### src/rtl/exe_mt_muldiv.sv
// Multithreaded execute stage: thread-checked MEM/WB forwarding, load-use bubble,
// single-cycle ALU and an iterative shift-add MUL / restoring DIVU unit that stalls upstream.
module exe_mt_muldiv #(
  parameter int W    = 32,
  parameter int NTRD = 8,
  localparam int TW  = (NTRD > 1) ? $clog2(NTRD) : 1,
  localparam int CW  = $clog2(W)
) (
  input  logic          clk,
  input  logic          rst,
  input  logic          in_valid,
  input  logic [TW-1:0] in_trd,
  input  logic [2:0]    in_op,
  input  logic [4:0]    in_rs_a,
  input  logic [4:0]    in_rs_b,
  input  logic [W-1:0]  in_a,
  input  logic [W-1:0]  in_b,
  input  logic [4:0]    in_rd,
  input  logic          in_wr_en,
  input  logic          in_load,
  input  logic          flush,
  input  logic          hold,
  input  logic [TW-1:0] wb_trd,
  input  logic [4:0]    wb_rd,
  input  logic [W-1:0]  wb_data,
  input  logic          wb_wr_en,
  output logic          out_valid,
  output logic [TW-1:0] out_trd,
  output logic [4:0]    out_rd,
  output logic          out_wr_en,
  output logic          out_load,
  output logic [W-1:0]  out_data,
  output logic          out_ovf,
  output logic          stall_ex
);

  typedef enum logic {IDLE, BUSY} state_e;

  state_e state_q, state_d;

  logic          outValid_q, outValid_d;
  logic [TW-1:0] outTrd_q, outTrd_d;
  logic [4:0]    outRd_q, outRd_d;
  logic          outWrEn_q, outWrEn_d;
  logic          outLoad_q, outLoad_d;
  logic [W-1:0]  outData_q, outData_d;
  logic          outOvf_q, outOvf_d;
  logic [CW-1:0] cnt_q, cnt_d;
  logic [W-1:0]  opA_q, opA_d;
  logic [W-1:0]  opB_q, opB_d;
  logic [W-1:0]  acc_q, acc_d;
  logic          isDiv_q, isDiv_d;
  logic [TW-1:0] mdTrd_q, mdTrd_d;
  logic [4:0]    mdRd_q, mdRd_d;
  logic          mdWrEn_q, mdWrEn_d;

  logic          memHitA, memHitB, wbHitA, wbHitB, loadUse, isMulDiv;
  logic [W-1:0]  fwdA, fwdB, aluRes, mulSum, quoNext;
  logic          aluOvf, divGe;
  logic [W:0]    remSh, remDiff;

  // A MEM hit always wins over WB; register 0 never forwards and threads never mix.
  assign memHitA = (in_rs_a != 5'd0) && outValid_q && outWrEn_q && (outTrd_q == in_trd) && (outRd_q == in_rs_a);
  assign memHitB = (in_rs_b != 5'd0) && outValid_q && outWrEn_q && (outTrd_q == in_trd) && (outRd_q == in_rs_b);
  assign wbHitA  = (in_rs_a != 5'd0) && wb_wr_en && (wb_trd == in_trd) && (wb_rd == in_rs_a);
  assign wbHitB  = (in_rs_b != 5'd0) && wb_wr_en && (wb_trd == in_trd) && (wb_rd == in_rs_b);
  assign fwdA    = memHitA ? outData_q : (wbHitA ? wb_data : in_a);
  assign fwdB    = memHitB ? outData_q : (wbHitB ? wb_data : in_b);
  assign loadUse  = in_valid && outLoad_q && (memHitA || memHitB);
  assign isMulDiv = (in_op[2:1] == 2'b11);

  always_comb begin
    aluRes = '0;
    aluOvf = 1'b0;
    case (in_op)
      3'd0: begin
        aluRes = fwdA + fwdB;
        aluOvf = (fwdA[W-1] == fwdB[W-1]) && (aluRes[W-1] != fwdA[W-1]);
      end
      3'd1: begin
        aluRes = fwdA - fwdB;
        aluOvf = (fwdA[W-1] != fwdB[W-1]) && (aluRes[W-1] != fwdA[W-1]);
      end
      3'd2: aluRes = fwdA & fwdB;
      3'd3: aluRes = fwdA | fwdB;
      3'd4: aluRes = fwdA ^ fwdB;
      3'd5: aluRes = {{(W-1){1'b0}}, ($signed(fwdA) < $signed(fwdB))};
      default: aluRes = '0;
    endcase
  end

  // One iteration step; for DIVU opA holds the dividend shifting into the quotient.
  assign mulSum  = acc_q + (opB_q[0] ? opA_q : '0);
  assign remSh   = {acc_q, opA_q[W-1]};
  assign remDiff = remSh - {1'b0, opB_q};
  assign divGe   = ~remDiff[W];
  assign quoNext = {opA_q[W-2:0], divGe};

  always_ff @(posedge clk) begin
    if (rst)        state_q <= IDLE;
    else if (flush) state_q <= IDLE;
    else if (!hold) state_q <= state_d;
  end

  always_comb begin
    state_d = state_q;
    case (state_q)
      IDLE: if (in_valid && isMulDiv && !loadUse) state_d = BUSY;
      BUSY: if (cnt_q == '0) state_d = IDLE;
      default: state_d = IDLE;
    endcase
  end

  always_comb begin
    stall_ex = 1'b0;
    case (state_q)
      IDLE:    stall_ex = in_valid && (loadUse || isMulDiv);
      BUSY:    stall_ex = (cnt_q != '0);
      default: stall_ex = 1'b0;
    endcase
  end

  always_comb begin
    outValid_d = outValid_q;
    outTrd_d   = outTrd_q;
    outRd_d    = outRd_q;
    outWrEn_d  = outWrEn_q;
    outLoad_d  = outLoad_q;
    outData_d  = outData_q;
    outOvf_d   = outOvf_q;
    cnt_d      = cnt_q;
    opA_d      = opA_q;
    opB_d      = opB_q;
    acc_d      = acc_q;
    isDiv_d    = isDiv_q;
    mdTrd_d    = mdTrd_q;
    mdRd_d     = mdRd_q;
    mdWrEn_d   = mdWrEn_q;
    case (state_q)
      IDLE: begin
        outValid_d = 1'b0;
        if (in_valid && !loadUse) begin
          if (isMulDiv) begin
            opA_d    = fwdA;
            opB_d    = fwdB;
            acc_d    = '0;
            isDiv_d  = in_op[0];
            mdTrd_d  = in_trd;
            mdRd_d   = in_rd;
            mdWrEn_d = in_wr_en;
            cnt_d    = CW'(W - 1);
          end else begin
            outValid_d = 1'b1;
            outTrd_d   = in_trd;
            outRd_d    = in_rd;
            outWrEn_d  = in_wr_en;
            outLoad_d  = in_load;
            outData_d  = aluRes;
            outOvf_d   = aluOvf;
          end
        end
      end
      BUSY: begin
        if (isDiv_q) begin
          acc_d = divGe ? remDiff[W-1:0] : remSh[W-1:0];
          opA_d = quoNext;
        end else begin
          acc_d = mulSum;
          opA_d = opA_q << 1;
          opB_d = opB_q >> 1;
        end
        outValid_d = 1'b0;
        if (cnt_q != '0) begin
          cnt_d = cnt_q - 1'b1;
        end else begin
          outValid_d = 1'b1;
          outTrd_d   = mdTrd_q;
          outRd_d    = mdRd_q;
          outWrEn_d  = mdWrEn_q;
          outLoad_d  = 1'b0;
          outData_d  = isDiv_q ? quoNext : mulSum;
          outOvf_d   = isDiv_q && (opB_q == '0);
        end
      end
      default: outValid_d = 1'b0;
    endcase
  end

  // Reset beats flush, flush beats hold; hold freezes everything including the iteration.
  always_ff @(posedge clk) begin
    if (rst) begin
      outValid_q <= 1'b0;
      outTrd_q   <= '0;
      outRd_q    <= '0;
      outWrEn_q  <= 1'b0;
      outLoad_q  <= 1'b0;
      outData_q  <= '0;
      outOvf_q   <= 1'b0;
      cnt_q      <= '0;
      opA_q      <= '0;
      opB_q      <= '0;
      acc_q      <= '0;
      isDiv_q    <= 1'b0;
      mdTrd_q    <= '0;
      mdRd_q     <= '0;
      mdWrEn_q   <= 1'b0;
    end else if (flush) begin
      outValid_q <= 1'b0;
      cnt_q      <= '0;
    end else if (!hold) begin
      outValid_q <= outValid_d;
      outTrd_q   <= outTrd_d;
      outRd_q    <= outRd_d;
      outWrEn_q  <= outWrEn_d;
      outLoad_q  <= outLoad_d;
      outData_q  <= outData_d;
      outOvf_q   <= outOvf_d;
      cnt_q      <= cnt_d;
      opA_q      <= opA_d;
      opB_q      <= opB_d;
      acc_q      <= acc_d;
      isDiv_q    <= isDiv_d;
      mdTrd_q    <= mdTrd_d;
      mdRd_q     <= mdRd_d;
      mdWrEn_q   <= mdWrEn_d;
    end
  end

  assign out_valid = outValid_q;
  assign out_trd   = outTrd_q;
  assign out_rd    = outRd_q;
  assign out_wr_en = outWrEn_q;
  assign out_load  = outLoad_q;
  assign out_data  = outData_q;
  assign out_ovf   = outOvf_q;

endmodule

### config.mk
export PLATFORM = sky130hd
export DESIGN_NAME = exe_mt_muldiv
export DESIGN_NICKNAME = d
export VERILOG_FILES = /design/src/rtl/exe_mt_muldiv.sv
export SDC_FILE = /design/constraint.sdc
export NUM_CORES = 1
export LEC_CHECK = 0
export CELL_PAD_IN_SITES_DETAIL_PLACEMENT = 1
export CELL_PAD_IN_SITES_GLOBAL_PLACEMENT = 2
export CORE_MARGIN = 4
export CORE_UTILIZATION = 34
export DETAILED_ROUTE_END_ITERATION = 6
export PLACE_DENSITY_LB_ADDON = 0.08
export SYNTH_ARGS = -nofsm -noshare
export SYNTH_HDL_FRONTEND = slang
export SYNTH_SLANG_ARGS = --single-unit
export TNS_END_PERCENT = 100
### constraint.sdc
create_clock -name clk -period 8.4 [get_ports clk]
set_clock_uncertainty 0.2 [all_clocks]
set_input_delay 2.52 -clock clk [delete_from_list [all_inputs] [get_ports clk]]
set_output_delay 2.52 -clock clk [all_outputs]
set_load 0.02 [all_outputs]
==> results.json <==
{
  "path_class": "primary input to output pin",
  "core_area_um2": 51600,
  "hold_viol": 0,
  "path_buf_inv": 4,
  "critPathMaxStageDelay_ps": 680,
  "worst_slack_ps": 111,
  "yosys.area_share.simple": 0.177,
  "drtPass1Iterations": 6,
  "cp_top_family": "buffers and inverters",
  "worst_setup_path_end_kind": "output pin",
  "rsz0062_at_grt": "false",
  "drcViolationCount": 0,
  "drt-wirelength-per-cell_um": 25.5,
  "layout-drive-gt1-share": 0.0941,
  "ios": 178,
  "setup_viol_count_final": 0,
  "cts_made_buffers": 17,
  "grt_usage": 0.293,
  "synth_fa_ha_area_frac": 0.125,
  "place_inst": 3295,
  "power_density_nw_per_um2": 118,
  "syn_nets": 2732,
  "synth_cells": 2423,
  "intPower_mw": 1.62,
  "synth-compound-area-share": 0.306,
  "multi_input_area_um2": 13600,
  "drt-initial-drc-count": 1487,
  "fin_nets": 2943,
  "insertion_delay_ps": 490,
  "gr-total-overflow": 0,
  "yosysWarnings": 0,
  "period_minus_slack_ps": 8290,
  "die_x_um": 237,
  "final_antenna_net_count": 0,
  "regArea_um2": 3130,
  "switching_share": 0.373,
  "pwr-share-seq": 0.303,
  "ys_seq_area_frac": 0.175,
  "synthToLayoutAreaGrowth_pct": 22.8,
  "tightestPinTransition_ps": 1110,
  "dieHeight_um": 237,
  "critical_path.cell_chain": "clkdlybuf4s50_1 > buf_4 > xor2_1 > or4_1 > nor4_2 > buf_4 > o21ai_1 > nand2_1 > nand3_1 > nand2_1 > clkdlybuf4s50_1",
  "ys_types": 86,
  "synth-main-ff-cell": "dfxtp_1",
  "pre_cts_slack_ps": -157,
  "grt_pass1_wl_um": 126000,
  "port_buffers": 177,
  "syn_area_per_cell_um2": 7.35,
  "relSlewSlack": 0.252,
  "start_util": 0.345,
  "cts_buffer_depth": 2,
  "clk_pin_slew_worst_paths_ps": 70,
  "worst-path-max-fanout": 8,
  "switching_power_mw": 0.967,
  "synth_top_family_by_area": "compound AO/OA/AOI/OAI gates",
  "max_freq_mhz": 121,
  "synth_seq_cells": 156,
  "hold_class": "flip-flop to flip-flop",
  "max-cap-violations": 0,
  "root_buffer": "clkbuf_16",
  "cts_tree": "built",
  "synth_area_um2": 17800,
  "yosys.area_share.xor_xnor": 0.0517,
  "die-area_um2": 56100,
  "hold_buffers": 0,
  "worstPathRequired_ps": 5680,
  "start_kind": "primary input",
  "pwr-share-comb": 0.351,
  "via_per_inst": 5.82,
  "clock_sink_count": 156,
  "wirelength_um": 84800,
  "first_global_vias": 19500,
  "gp_congestion": 0.944,
  "period_share": 0.987,
  "fp-row-count": 83,
  "hpwl_um": 67200,
  "h-tree-depth": 4,
  "clkPwrFrac": 0.346,
  "async_reset_ff_frac": 0,
  "cts_setup_buffers": 0,
  "status": "finished, final reports clean",
  "p_leak_nw": 9.35,
  "irDropWorstVdd_mv": 0.0906,
  "drv_slew": 0,
  "cp.arrival_ps": 5570,
  "cts_resized": 0,
  "antenna_found_initial": 2,
  "via_count": 19400,
  "grt_max_degree": 78,
  "final_cell_mix": "nor2_1 (247), nand2_1 (203), a21oi_1 (183), clkdlybuf4s50_1 (175), ha_1 (172)",
  "antenna_cells": 0,
  "synth_edf_count": 0,
  "fill_cells": 6307,
  "synthMuxAreaShare": 0.0987,
  "final_common_cell": "nor2_1",
  "slowest_stage": "or4_1",
  "finalNonFillerCells": 3327
}
[final timing paths]
check | from | endpoint | slack [ps] | depth (start not counted)
min | mdRd_q[2]$_SDFFE_PP0P_ | mdRd_q[2]$_SDFFE_PP0P_ | 300 | 2
max | in_trd[1] | stall_ex | 110 | 11
max reg2reg | out_trd[1]$_SDFFE_PP0P_ | out_data[24]$_SDFFE_PP0P_ | 2690 | 24
min reg2reg | mdRd_q[2]$_SDFFE_PP0P_ | mdRd_q[2]$_SDFFE_PP0P_ | 300 | 2
[state kept, by name (all words and copies together), names as in the netlist]
name / cells
out_ovf: 1
out_valid: 1
acc_q: 32
mdWrEn_q: 1
out_wr_en: 1
isDiv_q: 1
out_data: 32
opA_q: 32
out_rd: 5
mdTrd_q: 3
cnt_q: 5
opB_q: 32
out_trd: 3
mdRd_q: 5
out_load: 1
state_q: 1
[power by group through the flow]
stage | Clock, mW | Combinational (mW) | Sequential (mW)
floorplan | 0 | 0.511 | 0.801
global placement | 0 | 0.882 | 0.800
detailed placement | 0 | 0.893 | 0.801
CTS | 0.916 | 0.900 | 0.784
global route | 0.937 | 0.983 | 0.787
finish | 0.895 | 0.910 | 0.784
[tightest hold or removal path, delay by kind of cell, from the launching register on]
family,cells,cell delay (ps)
flops,1,330
simple gates,1,70
mux,1,70
[cells by family (layout without fill, tap and decap cells)]
| family | Yosys count | count (layout) |
|---|---|---|
| flip-flops | 156 | 156 |
| adder cells (fa/ha/maj) | 176 | 176 |
| buffers and inverters | 303 | 527 |
| AO/OA/AOI/OAI | 821 | 821 |
| XOR/XNOR | 105 | 105 |
| AND/OR/NAND/NOR | 688 | 688 |
| multiplexers | 174 | 174 |
[Yosys cell counts (7+ instances only)]
cell | n | area share
a2111oi_0 | 7 | 0.0034
a211o_1 | 9 | 0.0044
a211oi_1 | 107 | 0.045
a21o_1 | 60 | 0.025
a21oi_1 | 185 | 0.052
a22o_1 | 7 | 0.0034
a22oi_1 | 28 | 0.012
a311oi_1 | 13 | 0.0064
a31oi_1 | 27 | 0.0095
and2_1 | 44 | 0.015
and3_1 | 7 | 0.0025
buf_1 | 10 | 0.0021
buf_2 | 17 | 0.0048
clkbuf_1 | 122 | 0.026
dfxtp_1 | 156 | 0.18
ha_1 | 172 | 0.12
inv_1 | 149 | 0.031
mux2i_1 | 171 | 0.096
nand2_1 | 203 | 0.043
nand2b_1 | 27 | 0.0095
nand3_1 | 38 | 0.011
nand4_1 | 19 | 0.0067
nor2_1 | 249 | 0.053
nor2b_1 | 14 | 0.0049
nor3_1 | 33 | 0.0093
nor4_1 | 19 | 0.0067
o2111ai_1 | 9 | 0.0044
o211ai_1 | 25 | 0.011
o21a_1 | 15 | 0.0063
o21ai_0 | 159 | 0.045
o21ai_1 | 19 | 0.0053
o21bai_1 | 25 | 0.011
o221ai_1 | 10 | 0.0049
o22ai_1 | 26 | 0.0091
o31ai_1 | 13 | 0.0055
or4_1 | 10 | 0.0042
xnor2_1 | 66 | 0.032
xor2_1 | 39 | 0.019
[through the flow]
| stage | cell area (um2) | hold slack [ps] | TNS, ps | utilization | power [mW] |
|---|---|---|---|---|---|
| finish | 21900 | 297 | 0 | 0.423 | 2.59 |
| global placement | 21200 | 276 | -85.5 | 0.411 | 1.68 |
| CTS | 21900 | 298 | 0 | 0.423 | 2.60 |
| global route | 21900 | 324 | 0 | 0.423 | 2.71 |
| detailed placement | 21200 | 286 | -214 | 0.411 | 1.69 |
| floorplan | 17800 | 256 | 0 | - | 1.31 |
[per-layer routing]
metal | global-route usage | share of wire | vias up
li1 | - | - | 9250
met1 | 0.436 | 0.50 | 9574
met2 | 0.436 | 0.42 | 475
met3 | 0.0570 | 0.058 | 76
met4 | 0.0633 | 0.018 | 2
met5 | 0 | 0.00014 | -
[cell type report]
cell class                 instances  share of cell area
multi-input combinational       1964               0.621
sequential                       156               0.143
timing repair buffer             346               0.142
tap                              680              0.0389
inverter                         149              0.0257
clock buffer                      18              0.0201
clock inverter                    14             0.00910
Note: power is estimated with default switching activity, not from simulation.
==> RTL change 1, RTL diff (config.mk and constraints unchanged) <==
Change the parameter `NTRD` from 8 to 16.
--- a/src/rtl/exe_mt_muldiv.sv
+++ b/src/rtl/exe_mt_muldiv.sv
@@ -2,7 +2,7 @@
 // single-cycle ALU and an iterative shift-add MUL / restoring DIVU unit that stalls upstream.
 module exe_mt_muldiv #(
   parameter int W    = 32,
-  parameter int NTRD = 8,
+  parameter int NTRD = 16,
   localparam int TW  = (NTRD > 1) ? $clog2(NTRD) : 1,
   localparam int CW  = $clog2(W)
 ) (
Ports: changed (resized in_trd, out_trd and wb_trd); port bits go from 178 to 181. No check against the original RTL was run, so the function may have changed too.
==> RTL change 1 against the original RTL <==
Sequential power rose by 2%. Critical path depth grew 9. Sequential share of layout area barely moved. Sequential cell count increased by 2. Critical path type is now primary input to flop. Combinational power rose by 5.9%. Synthesized area grew 1.7%. Final area up 1.6%. Register-to-register slack better by 0.35 ns. Routed wire length up 4.4%. Total power decreased by 0.90%. Hold slack improved by 0.0028 ns. First-iteration DRC count decreased by 13%. Worst setup slack improved by 0.57 ns. Via count rose by 3.3%.
==> RTL change 1: results (changes against the original RTL) <==
| Metric | Value |
|---|---|
| Sequential area share after synthesis | 0.175 (-0.000687) |
| Post-CTS setup buffer count | 0 (unchanged) |
| Syn. warnings | 0 (unchanged) |
| Mux cell area share after synthesis | 0.0870 (-0.0117) |
| XOR/XNOR share of the synthesized area | 0.0542 (+0.00253) |
| Antenna cell count | 0 (unchanged) |
| Skew-Pair Late Insertion Delay | approximately 0.48 ns |
| Place WS | 0.246 ns (+0.402 ns) |
| Reg-to-reg startpoint | out_trd[1] |
| WL per Instance | 26.0 um (+2.1%) |
| Leakage | 9.84 nW (+5.3%) |
| Largest net degree at the start of global routing | 65 (-17%) |
| Worst Hold Class | flop to flop |
| Critical Path Start | in_rs_b[1] |
| Crit-path slowest cell | mux2i_1 |
| Worst hold start | acc_q[21] |
| Max VDD drop | 0.146 mV (+61%) |
| Routability Congestion | 0.914 (-3.2%) |
| Setup TNS | 0 ns (unchanged) |
| Rel. slew slack | 0.240 (-0.0120) |
| Post-Syn Nets | 2765 (+1.2%) |
| HPWL Detailed | 70400 um (+4.8%) |
| Area of the core | 0.0527 mm^2 (+2.0%) |
| Vias in the first global route | 20500 (+5.5%) |
| Mapped Avg Cell Area | 7.37 um^2 (+0.40%) |
| WHS Path Cells | 2 (unchanged) |
| Largest stage delay, worst path | 0.63 ns (-0.05 ns) |
| Ys async rst share | 0 (unchanged) |
| Gr usage total | 0.300 (+0.00709) |
| Layout cell share with drive strength beyond 1 | 0.112 (+0.0180) |
| Total global routing overflow | 0 (unchanged) |
| Top post-synthesis cells by area | dfxtp_1 17%, ha_1 12%, mux2i_1 8.6%, a21oi_1 5.6%, nor2_1 5.1% |
| Placed inst area | 0.0216 mm^2 (+1.9%) |
| Drt pass-1 iters | 6 (unchanged) |
| # placed instances | 3368 (+2.2%) |
| First-pass GRT wire length | 132000 um (+4.6%) |
| Most frequent cells after synthesis | 248 x nor2_1, 223 x nand2_1, 203 x a21oi_1 |
| Post-synthesis compound-gate area fraction | 0.313 (+0.00670) |
| CP max FO | 15 (+7) |
| Initial antenna violation count | 0 (-2) |
| Netlist cell types | 97 (+13%) |
| H-tree depth | 4 (unchanged) |
| Final #Nets | 3010 (+2.3%) |
| First DRT Iteration DRCs | 1300 (-13%) |
| # resized after CTS | 0 (unchanged) |
| Synth Area in Adders | 0.123 (-0.00207) |
| Vias per cell | 5.89 (+1.1%) |
| PortBufs | 180 (+1.7%) |
| Layout Cells excl Fill | 3400 (+2.2%) |
| R2R cell count | 22 (-8.3%) |
| CP top delay family | compound AO/OA/AOI/OAI gates |
| TritonCTS Buffers | 17 (unchanged) |
| Status | complete, no violations |
| Critical Path AT | 7.87 ns (+2.30 ns) |
-- RTL change 1: cell count changes after synthesis, sizes merged, moves of 12 or more --
| cell | unedited run | this run |
|---|---|---|
| a21o | 60 | 42 |
| buf | 32 | 48 |
| clkbuf | 122 | 110 |
| mux2i | 171 | 155 |
| o211ai | 25 | 37 |
| a21oi | 185 | 210 |
| nor3 | 33 | 46 |
| nand2 | 203 | 224 |
-- RTL change 1: logic make-up (layout without fill, tap and decap cells) --
| family | count (synthesis) | count (layout) |
|---|---|---|
| fa+ha+maj | 176 | 176 |
| buf+inv | 304 | 562 |
| simple gates | 718 | 718 |
| mux | 157 | 157 |
| xor+xnor | 109 | 109 |
| flops | 158 | 158 |
| compound gates | 832 | 832 |
-- RTL change 1: path summary, 6_finish.rpt --
| path | to | slack, ns |
|---|---|---|
| worst max register to register | out_data[31] | 3.04 |
| worst max-delay path | out_data[30] | 0.68 |
| worst min register to register | acc_q[21] | 0.30 |
| worst min-delay path | acc_q[21] | 0.30 |
-- RTL change 1: cell type report --
class	count	area (um^2)
Clock buffer	18	439
Clock inverter	14	136
Fill cell	6493	30500
Inverter	146	551
Multi-Input combinational cell	1992	13700
Sequential cell	158	3170
Tap cell	688	861
Timing Repair Buffer	384	3330
-- RTL change 1: worst register-to-register path: cells and delay by family, from the launching register on --
family | cells | cell delay [ns]
flip-flops | 1 | 0.35
AO/OA/AOI/OAI | 8 | 1.79
XOR/XNOR | 1 | 0.17
adder cells (fa/ha/maj) | 1 | 0.26
AND/OR/NAND/NOR | 7 | 1.57
buffers and inverters | 5 | 0.92
-- RTL change 1: power breakdown --
part | switching [mW] | internal, mW
Sequential | 0.0288 | 0.767
Combinational | 0.567 | 0.397
Clock | 0.385 | 0.421
-- RTL change 1: metal layers --
| metal | wire length [um] | global-route usage |
|---|---|---|
| met3 | 4010 | 0.0390 |
| met5 | 0 | 0 |
| met1 | 39800 | 0.398 |
| met4 | 2900 | 0.0922 |
| met2 | 41800 | 0.507 |
==> RTL change 2, RTL diff (config.mk and constraints unchanged) <==
Made on the original files. Remove the case item `3'd1` of the case on `in_op`.
--- a/src/rtl/exe_mt_muldiv.sv
+++ b/src/rtl/exe_mt_muldiv.sv
@@ -76,10 +76,6 @@
       3'd0: begin
         aluRes = fwdA + fwdB;
         aluOvf = (fwdA[W-1] == fwdB[W-1]) && (aluRes[W-1] != fwdA[W-1]);
-      end
-      3'd1: begin
-        aluRes = fwdA - fwdB;
-        aluOvf = (fwdA[W-1] != fwdB[W-1]) && (aluRes[W-1] != fwdA[W-1]);
       end
       3'd2: aluRes = fwdA & fwdB;
       3'd3: aluRes = fwdA | fwdB;
Function: changed (Yosys sat finds a counterexample within 4 cycles, from zero or initial values and one cycle with rst high).
==> RTL change 2 against the original RTL <==
Clock power shrank 6.3%. Sequential cell count is the same. Combinational power shrank 20%. Synthesized area shrank 8.3%. Hold slack gained 0.0048 ns. Worst setup slack gained 0.32 ns. Total power shrank 9.2%. Final area shrank 10%. Routed wire length shrank 15%.
==> RTL change 2: results (changes against the original RTL) <==
| Metric | Value |
|---|---|
| Status | complete, no violations |
| Initial antenna violation count | 2 (unchanged) |
| Post-route ant nets | 0 (unchanged) |
| Gr usage total | 0.274 (-0.0190) |
| HPWL Detailed | 56000 um (-17%) |
| Setup TNS | 0 ns (unchanged) |
| Largest stage delay, worst path | 0.61 ns (-0.07 ns) |
| Worst Hold Class | flop to flop |
| WL per Instance | 24.3 um (-4.8%) |
| Top post-synthesis cells by area | dfxtp_1 19%, ha_1 12%, mux2i_1 6.9%, o21ai_0 5.6%, nor2_1 5.1% |
| Drt pass-1 iters | 5 (-1) |
| Crit-path slowest cell | nor4_2 |
| Netlist cell types | 95 (+10%) |
| Skew-Pair Late Insertion Delay | 0.51 ns (+0.02 ns) |
| Layout cell share with drive strength beyond 1 | 0.0779 (-0.0162) |
| Final #Nets | 2629 (-11%) |
| H-tree depth | 4 (unchanged) |
| CP top delay family | buffers and inverters |
| CP max FO | 4 (-4) |
| CTS root buf | clkbuf_16 |
| Sequential area share after synthesis | 0.191 (+0.0158) |
| Critical Path AT | 5.25 ns (-0.32 ns) |
| First DRT Iteration DRCs | 1192 (-20%) |
| Main synth FF type | dfxtp_1 |
| TritonCTS Buffers | 17 (unchanged) |
| CTS Buffer Depth | 2 (unchanged) |
| Most frequent cells after synthesis | 221 x nor2_1, 188 x nand2_1, 184 x o21ai_0 |
| First-pass GRT wire length | 108000 um (-14%) |
| Synth Area in Adders | 0.123 (-0.00218) |
| Post-synthesis compound-gate area fraction | 0.307 (+0.000767) |
| Largest net degree at the start of global routing | 74 (-5.1%) |
| Routability Congestion | 0.934 (-1.0%) |
| Vias | 17100 (-12%) |
| XOR/XNOR share of the synthesized area | 0.0563 (+0.00458) |
| Reg2Reg Setup Slack | 3.01 ns (+0.32 ns) |
| Post-CTS setup buffer count | 0 (unchanged) |
| Antenna cell count | 0 (unchanged) |
| Max VDD drop | 0.155 mV (+71%) |
| PortBufs | 177 (unchanged) |
| Hold_ws | 0.302 ns (+0.00482 ns) |
| Rel. slew slack | 0.269 (+0.0176) |
| Mux cell area share after synthesis | 0.0741 (-0.0246) |
| # resized after CTS | 0 (unchanged) |
| Leakage | 8.03 nW (-14%) |
| Syn. warnings | 0 (unchanged) |
| Clock transition at path regs | 0.07 ns (about the same) |
| Ys async rst share | 0 (unchanged) |
| Post-Syn Nets | 2500 (-8.5%) |
-- RTL change 2: cell count changes after synthesis, sizes merged, moves of 23 or more --
cell | unedited run | this run
a211oi | 108 | 66
nand3 | 38 | 15
mux2i | 171 | 113
nor2 | 249 | 222
a21oi | 185 | 143
o211ai | 25 | 53
-- RTL change 2: cells by family (layout without fill, tap and decap cells) --
logic type / after synthesis / count (layout)
DFF: 156 / 156
xor gates and xnor gates: 104 / 104
muxes: 120 / 120
and+or+nand+nor: 638 / 638
AOI/OAI and AO/OA: 745 / 745
buffers and inverters: 286 / 428
adders and majority gates: 159 / 159
-- RTL change 2: worst paths after layout --
kind         startpoint           end  cells after the start
min           mdRd_q[4]     mdRd_q[4]                      2
max           in_trd[1]      stall_ex                      9
max reg2reg  out_trd[1]  out_data[31]                     17
min reg2reg   mdRd_q[4]     mdRd_q[4]                      2
-- RTL change 2: cell type report --
| cell class | instances | area [um^2] |
|---|---|---|
| well taps | 615 | 769 |
| multi-input cells | 1766 | 12200 |
| fillers | 5853 | 28100 |
| inverters | 135 | 507 |
| flip-flops and latches | 156 | 3130 |
| repair buffers | 261 | 2420 |
| clock buffers | 18 | 439 |
| clock inverters | 14 | 151 |
-- RTL change 2: metal layers --
metal,vias up,share of wire,GRT usage
met2,364,0.44,0.427
li1,8264,-,-
met4,2,0.023,0.0701
met3,71,0.050,0.0450
met5,-,0.000097,0
met1,8408,0.49,0.394
-- RTL change 2: metrics by stage --
| step | power, mW | util | setup WS (ns) | area, um^2 | std cells |
|---|---|---|---|---|---|
| 2_1_floorplan | 1.23 | - | 0.794 | 16300 | 2208 |
| 6_report | 2.35 | 0.411 | 0.435 | 19600 | 2965 |
| 5_1_grt | 2.46 | 0.411 | 0.383 | 19600 | 2965 |
| 3_3_place_gp | 1.51 | 0.399 | 0.425 | 19000 | 2933 |
| 4_1_cts | 2.37 | 0.411 | 0.446 | 19600 | 2965 |
| 3_5_place_dp | 1.52 | 0.399 | 0.248 | 19000 | 2933 |
-- RTL change 2: worst register-to-register path, stage by stage, from the launching register on --
cell and delay, ns:
dfxtp_1 0.34, xor2_1 0.18, nor4_2 0.61, o2111ai_1 0.27
buf_4 0.23, a31oi_1 0.39, inv_1 0.23, ha_1 0.41
nor2b_1 0.18, nand3_1 0.13, nor3_1 0.32, a32oi_4 0.24
a211oi_4 0.42, a211oi_2 0.17, o31ai_1 0.40, o21ai_1 0.12
a221oi_2 0.30, a211oi_2 0.10
-- RTL change 2: power breakdown --
group | internal (mW) | switching (mW) | leakage (nW)
sequential | 0.757 | 0.0268 | 1.26
clock | 0.428 | 0.411 | 0.296
combinational | 0.300 | 0.427 | 6.47
total | 1.49 | 0.865 | 8.03
